`src/rtl/dmem_pkg.sv`:
```
`default_nettype none
// ============================================================================
//  Module      : dmem_pkg
//  Description : Shared definitions for the data-memory controller slice.
//                Holds the one-hot FSM state encodings, the state enum built
//                on top of them, the performance-counter width and a helper
//                that classifies CPU byte addresses as in/out of SRAM range.
//  Revision    : 1.0 - initial release
// ============================================================================
package dmem_pkg;

    // Width of every performance counter.
    localparam int C_CNT_W = 32;

    // One-hot FSM state encodings, explicit 5-bit width.
    localparam int         C_ST_W    = 5;
    localparam logic [4:0] C_ST_IDLE = 5'b00001;
    localparam logic [4:0] C_ST_WR   = 5'b00010;
    localparam logic [4:0] C_ST_RD   = 5'b00100;
    localparam logic [4:0] C_ST_CAP  = 5'b01000;
    localparam logic [4:0] C_ST_RESP = 5'b10000;

    typedef enum logic [C_ST_W-1:0] {
        ST_IDLE = C_ST_IDLE,
        ST_WR   = C_ST_WR,
        ST_RD   = C_ST_RD,
        ST_CAP  = C_ST_CAP,
        ST_RESP = C_ST_RESP
    } state_t;

    // A byte address is out of range when any bit above the SRAM word
    // address field (plus the two byte-offset bits) is set.
    function automatic logic addr_out_of_range(input logic [31:0] addr,
                                               input int          addr_w);
        return |(addr >> (addr_w + 2));
    endfunction

endpackage : dmem_pkg
`default_nettype wire

```
`src/rtl/dmem_perf_cnt.sv`:
```
`default_nettype none
// ============================================================================
//  Module      : dmem_perf_cnt
//  Description : Three free-running event counters for the data-memory
//                controller: accepted reads, accepted writes and response
//                cycles stalled by the CPU. Each counter wraps from all-ones
//                to zero. Only instantiated when DMEM_PERF_CNT_EN is defined.
//  Ports       : clk      - clock, posedge
//                rst      - synchronous active-low reset (0 = reset)
//                rd_inc   - one accepted read this cycle
//                wr_inc   - one accepted write this cycle
//                wait_inc - one stalled response cycle
//                rd_cnt / wr_cnt / wait_cnt - counter values
//  Revision    : 1.0 - initial release
// ============================================================================
module dmem_perf_cnt
    import dmem_pkg::*;
(
    input  logic               clk,
    input  logic               rst,
    input  logic               rd_inc,
    input  logic               wr_inc,
    input  logic               wait_inc,
    output logic [C_CNT_W-1:0] rd_cnt,
    output logic [C_CNT_W-1:0] wr_cnt,
    output logic [C_CNT_W-1:0] wait_cnt
);

    logic [C_CNT_W-1:0] r_rd_cnt;
    logic [C_CNT_W-1:0] r_wr_cnt;
    logic [C_CNT_W-1:0] r_wait_cnt;

    // Natural modulo-2^C_CNT_W overflow gives the required wrap.
    always_ff @(posedge clk) begin
        if (!rst) begin
            r_rd_cnt   <= '0;
            r_wr_cnt   <= '0;
            r_wait_cnt <= '0;
        end else begin
            if (rd_inc)   r_rd_cnt   <= r_rd_cnt   + 1'b1;
            if (wr_inc)   r_wr_cnt   <= r_wr_cnt   + 1'b1;
            if (wait_inc) r_wait_cnt <= r_wait_cnt + 1'b1;
        end
    end

    assign rd_cnt   = r_rd_cnt;
    assign wr_cnt   = r_wr_cnt;
    assign wait_cnt = r_wait_cnt;

endmodule : dmem_perf_cnt
`default_nettype wire

```
`src/rtl/data_mem_ctrl.sv`:
```
`default_nettype none
// ============================================================================
//  Module      : data_mem_ctrl
//  Description : Single-outstanding-request bridge between a CPU data port
//                and a synchronous single-port SRAM (1-cycle read latency).
//                Writes:  accept T, SRAM write at T+1, ready again at T+2.
//                Reads :  accept T, SRAM read at T+1, capture at T+2,
//                         Read_data_Valid from T+3 until Read_data_Ready.
//                Out-of-range requests never touch the SRAM: writes are
//                dropped and reads return zero.
//  Config      : `define DMEM_PERF_CNT_EN to build the access counters;
//                otherwise the perf_* ports are tied to zero.
//  Ports       : clk, rst (sync, active-low)
//                CPU side : Address, MemWrite, Write_data, Write_strb,
//                           MemRead, Mem_Req_Ready, Read_data,
//                           Read_data_Valid, Read_data_Ready
//                SRAM side: sram_en, sram_we, sram_addr, sram_wdata,
//                           sram_rdata
//                Perf     : perf_rd_cnt, perf_wr_cnt, perf_wait_cnt
//  Revision    : 1.0 - initial release
// ============================================================================
module data_mem_ctrl
    import dmem_pkg::*;
#(
    parameter int ADDR_W = 14
) (
    input  logic               clk,
    input  logic               rst,
    // CPU request
    input  logic [31:0]        Address,
    input  logic               MemWrite,
    input  logic [31:0]        Write_data,
    input  logic [3:0]         Write_strb,
    input  logic               MemRead,
    output logic               Mem_Req_Ready,
    // CPU response
    output logic [31:0]        Read_data,
    output logic               Read_data_Valid,
    input  logic               Read_data_Ready,
    // SRAM
    output logic               sram_en,
    output logic [3:0]         sram_we,
    output logic [ADDR_W-1:0]  sram_addr,
    output logic [31:0]        sram_wdata,
    input  logic [31:0]        sram_rdata,
    // Performance counters
    output logic [C_CNT_W-1:0] perf_rd_cnt,
    output logic [C_CNT_W-1:0] perf_wr_cnt,
    output logic [C_CNT_W-1:0] perf_wait_cnt
);

    // ------------------------------------------------------------------
    // Declarations
    // ------------------------------------------------------------------
    state_t             r_state;
    state_t             w_state_nxt;

    logic [ADDR_W-1:0]  r_addr;
    logic [31:0]        r_wdata;
    logic [3:0]         r_strb;
    logic               r_oor;
    logic [31:0]        r_rdbuf;

    logic               w_accept;
    logic               w_oor;
    logic               w_sram_en;
    logic [3:0]         w_sram_we;
    logic               w_req_ready;
    logic               w_rd_valid;

    // A request is taken whenever the FSM is idle, out of reset, and either
    // request line is high.
    assign w_accept = rst && (r_state == ST_IDLE) && (MemWrite || MemRead);
    assign w_oor    = addr_out_of_range(Address, ADDR_W);

    // ------------------------------------------------------------------
    // State register
    // ------------------------------------------------------------------
    always_ff @(posedge clk) begin
        if (!rst) begin
            r_state <= ST_IDLE;
        end else begin
            r_state <= w_state_nxt;
        end
    end

    // ------------------------------------------------------------------
    // Request latch: address, data, strobe and range flag are frozen at
    // acceptance so the CPU may change its inputs immediately afterwards.
    // ------------------------------------------------------------------
    always_ff @(posedge clk) begin
        if (!rst) begin
            r_addr  <= '0;
            r_wdata <= '0;
            r_strb  <= '0;
            r_oor   <= 1'b0;
        end else if (w_accept) begin
            r_addr  <= Address[ADDR_W+1:2];
            r_wdata <= Write_data;
            r_strb  <= Write_strb;
            r_oor   <= w_oor;
        end
    end

    // ------------------------------------------------------------------
    // Read buffer: loaded in CAP, the cycle the SRAM presents its data.
    // Held unchanged through RESP so the CPU sees a stable word.
    // ------------------------------------------------------------------
    always_ff @(posedge clk) begin
        if (!rst) begin
            r_rdbuf <= '0;
        end else if (r_state == ST_CAP) begin
            r_rdbuf <= r_oor ? 32'h0 : sram_rdata;
        end
    end

    // ------------------------------------------------------------------
    // Next-state and output decode
    // ------------------------------------------------------------------
    always_comb begin
        w_state_nxt = r_state;
        w_sram_en   = 1'b0;
        w_sram_we   = 4'b0000;
        w_req_ready = 1'b0;
        w_rd_valid  = 1'b0;

        case (r_state)
            ST_IDLE: begin
                w_req_ready = 1'b1;
                // A combined request is treated as a write.
                if (MemWrite) begin
                    w_state_nxt = ST_WR;
                end else if (MemRead) begin
                    w_state_nxt = ST_RD;
                end
            end
            ST_WR: begin
                // Out-of-range or empty-strobe writes still spend the WR
                // cycle so write timing never depends on the request.
                if (!r_oor && (r_strb != 4'b0000)) begin
                    w_sram_en = 1'b1;
                    w_sram_we = r_strb;
                end
                w_state_nxt = ST_IDLE;
            end
            ST_RD: begin
                w_sram_en   = 1'b1;
                w_state_nxt = ST_CAP;
            end
            ST_CAP: begin
                w_state_nxt = ST_RESP;
            end
            ST_RESP: begin
                w_rd_valid = 1'b1;
                if (Read_data_Ready) begin
                    w_state_nxt = ST_IDLE;
                end
            end
            default: begin
                w_state_nxt = ST_IDLE;
            end
        endcase

        // Reset masks every handshake/SRAM output immediately, including
        // the cycle in which rst is first sampled low, so an in-flight
        // write can never reach the SRAM once reset is applied.
        if (!rst) begin
            w_sram_en   = 1'b0;
            w_sram_we   = 4'b0000;
            w_req_ready = 1'b0;
            w_rd_valid  = 1'b0;
        end
    end

    assign Mem_Req_Ready   = w_req_ready;
    assign Read_data_Valid = w_rd_valid;
    assign Read_data       = r_rdbuf;
    assign sram_en         = w_sram_en;
    assign sram_we         = w_sram_we;
    assign sram_addr       = r_addr;
    assign sram_wdata      = r_wdata;

    // ------------------------------------------------------------------
    // Performance counters
    // ------------------------------------------------------------------
`ifdef DMEM_PERF_CNT_EN
    logic w_rd_inc;
    logic w_wr_inc;
    logic w_wait_inc;

    assign w_wr_inc   = w_accept && MemWrite;
    assign w_rd_inc   = w_accept && !MemWrite && MemRead;
    assign w_wait_inc = rst && (r_state == ST_RESP) && !Read_data_Ready;

    dmem_perf_cnt u_perf_cnt (
        .clk      (clk),
        .rst      (rst),
        .rd_inc   (w_rd_inc),
        .wr_inc   (w_wr_inc),
        .wait_inc (w_wait_inc),
        .rd_cnt   (perf_rd_cnt),
        .wr_cnt   (perf_wr_cnt),
        .wait_cnt (perf_wait_cnt)
    );
`else
    assign perf_rd_cnt   = '0;
    assign perf_wr_cnt   = '0;
    assign perf_wait_cnt = '0;
`endif

endmodule : data_mem_ctrl
`default_nettype wire

```
`config.mk`:
```
export PLATFORM = sky130hd
export DESIGN_NAME = data_mem_ctrl
export DESIGN_NICKNAME = d
export VERILOG_FILES = /design/src/rtl/dmem_pkg.sv /design/src/rtl/dmem_perf_cnt.sv /design/src/rtl/data_mem_ctrl.sv
export SDC_FILE = /design/constraint.sdc
export NUM_CORES = 1
export LEC_CHECK = 0
export BUFFER_PORTS_ARGS = -buffer_cell sky130_fd_sc_hd__buf_2
export CAP_MARGIN = 10
export CORE_MARGIN = 10
export CORE_UTILIZATION = 30
export DETAILED_ROUTE_END_ITERATION = 10
export MAX_ROUTING_LAYER = met4
export PLACE_DENSITY = 0.61
export SETUP_SLACK_MARGIN = 0.1
export SYNTH_ARGS = -nofsm -noshare
export SYNTH_HDL_FRONTEND = slang
export SYNTH_HIERARCHICAL = 1
export SYNTH_SLANG_ARGS = --single-unit
```
`constraint.sdc`:
```
create_clock -name clk -period 1.9 [get_ports clk]
set_input_delay 0.38 -clock clk [delete_from_list [all_inputs] [get_ports clk]]
set_output_delay 0.38 -clock clk [all_outputs]
set_load 0.03 [all_outputs]
```
==> flow_summary.toml <==
[synthesis]
synthTopCellsByArea = "dfxtp_1, buf_4, o21ai_0"
synth_edf_count = 0
synthTopCellsByCount = "buf_4, dfxtp_1, o21ai_0"
ys_seq_area_share_pct = 39.9
yosysTopAreaCellShare_pct = 39.9
yosys_warnings = 6
synthCells = 527
syn_area_sq_mm = 0.00441
synth-seq-cells = 88
post-synth-top-count-cell = "buf_4"
syn_area_per_cell_sq_um = 8.38
yosys.area.top_type = "dfxtp_1"
synthFlopType = "dfxtp_1"
synth_cell_types = 33
async_flop_share_pct = 0

[setup_path]
cp_top_family = "simple AND/OR/NAND/NOR gates"
slowest_stage = "or4b_4"
critPathArrivalTime_ns = 1.73
critPathMaxStageDelay_ns = 0.51
worst-path-buf-inv = 1
crit_required_ns = 1.52
crit_type = "flop to primary output"
worstSetupStartpointType = "flop"
path_cells = "or4b_4, or2_4, a21oi_4, buf_6"
crit_path_max_fanout = 5
crit_path_end_kind = "primary output"

[timing]
worst_hold_slack_ns = 0.269
max_slew_margin_pct = 63.3
fmax_mhz = 475
fin_crit_sh_pct = 111
setup_ws_ns = -0.206
hold_viol = 0
rsz0062_at_grt = "yes"
period_needed_ns = 2.11
finalClockSkew_ns = 0.00494
worst_slew_pin_slew_ns = 0.551
final_max_slew_viol_count = 0
setup_viol = 9

[cts]
cts_tree = "yes"
clock_path_buffers = 2
root_buffer = "clkbuf_16"
cts_max_level = 3
clk_pin_slew_worst_paths_ns = 0.06
ctsHoldBuffers = 0
insertion_delay_ns = 0.34
cts_buffers = 9
cts.sinks = 88

[drt]
vias = 4097
firstDrtPassIters = 4
drt_iter0_markers = 139
drtAntennaViolNets = 0
wirelength_mm = 14.5
drc = 0
via_per_inst = 4.62
wl_per_cell_microns = 16.3

[floorplan]
die_area_sq_mm = 0.0200
die_w_microns = 141
placementRows = 44
die_height_microns = 141
start_util_pct = 30.5
core_sq_mm = 0.0145
io_pins = 286

[pwr]
leakagePower_uw = 0.00259
power_density_mw_per_mm2 = 923
ir_worst_vdd_mv = 0.465

[final_layout]
nets = 800
drive_gt1_share_pct = 35.2
fillers = 1528
synthToLayoutAreaGrowth_pct = 27.6

[min_path]
worstHoldPathType = "input pin to flop"

[placement]
port_buffers = 187
gp_congestion = 0.767
dp_hpwl_mm = 10.7
detailedPlace.worstSlack_ns = -0.00915

[grt]
grt_max_degree = 65
antenna_found_initial = 3
grt_overflow_total = 0
grt_use_total_pct = 14.4
grt_pass1_wl_mm = 22.8
grt_pass1_vias = 4285

[outcome]
outcome = "finished with violations"
violations = "setup timing"

[flow_run]
cap_violations = 0
[state kept, by name (all words and copies together), names as in the netlist]
signal / count
Read_data: 32
sram_wdata: 32
sram_addr: 14
r_state: 5
r_strb: 4
r_oor: 1
[report_power, final]
part | internal, uW | leakage, uW | switching [uW]
combinational | 383 | 0.00172 | 984
clock | 1040 | 0.000145 | 711
sequential | 2000 | 0.000722 | 81.2
total | 3420 | 0.00259 | 1780
[what timing repair did]
| action | in CTS | in global routing |
|---|---|---|
| pin swaps | 3 | 2 |
| setup endpoints to repair | 39 | 54 |
| gates resized for setup | 15 | 8 |
| buffers inserted | 2 | 1 |
[cell type report]
class	instances	area (sq um)	share of cell area [%]
Clock buffer	11	243	4.31
Sequential cell	88	1770	31.5
Inverter	5	18.8	0.333
Antenna cell	3	7.51	0.133
Clock inverter	4	45.0	0.799
Tap cell	184	230	4.09
Multi-Input combinational cell	380	2100	37.2
Timing Repair Buffer	211	1220	21.7
[final timing paths]
check | startpoint | endpoint | slack, ns | cells after the start
max | r_state[3] | sram_en | -0.21 | 4
min | Write_data[26] | sram_wdata[26] | 0.27 | 3
max reg2reg | r_state[2] | Read_data[31] | -0.02 | 4
min reg2reg | sram_addr[7] | sram_addr[7] | 0.45 | 2
[logic make-up (layout without fill, tap and decap cells)]
| kind of cell | count (synthesis) | after routing | share of synthesized area [%] |
|---|---|---|---|
| buffers and inverters | 154 | 231 | 22.2 |
| and+or+nand+nor | 161 | 161 | 23.2 |
| other | 1 | 99 | 0.0850 |
| AOI/OAI and AO/OA | 122 | 122 | 14.4 |
| xor gates and xnor gates | 1 | 1 | 0.198 |
| DFF | 88 | 88 | 39.9 |
[per-stage QoR]
step	std cells	setup TNS [ns]	cell area (sq um)	util [%]	total power (uW)
3_3_place_gp	865	0	5250	36.3	3470
2_1_floorplan	622	0	4800	-	3160
3_5_place_dp	865	-0.0141	5250	36.3	3460
4_1_cts	882	-0.901	5600	38.7	5290
5_1_grt	886	-2.94	5630	38.9	5480
6_report	886	-0.934	5630	38.9	5200
[worst register-to-register path, stage by stage (launching register included)]
cell and delay, ns:
dfxtp_4 0.37, or4b_1 0.58, buf_12 0.22, or4b_1 0.53, a21oi_1 0.16
[layout by cell type, fill, tap and decap left out, drive strengths merged]
master and count:
o21bai 2, nor2 8, nand2 47, or2 2, conb 96, and3 2
nor2b 2, and4 1, a31oi 1, or4b 36, nand2b 1, clkbuf 12
o21ai 79, nand4 50, and3b 1, a211oi 2, clkinv 3, buf 210
o31ai 5, dfxtp 88, nor3 1, xnor2 1, nor4 5, or4 1
nand4b 2, nor4b 2, a21oi 33, diode 3, inv 5, bufinv 1
[metal layers]
layer  share of wire (%)  up-vias  GRT usage (%)
li1                    -     2022              -
met1                  43     1860           18.0
met2                  45      198           20.9
met3                 9.7       17           5.27
met4                 1.7        0           5.00
met5                   0        -              -
Power figures use the tool's default switching activity.
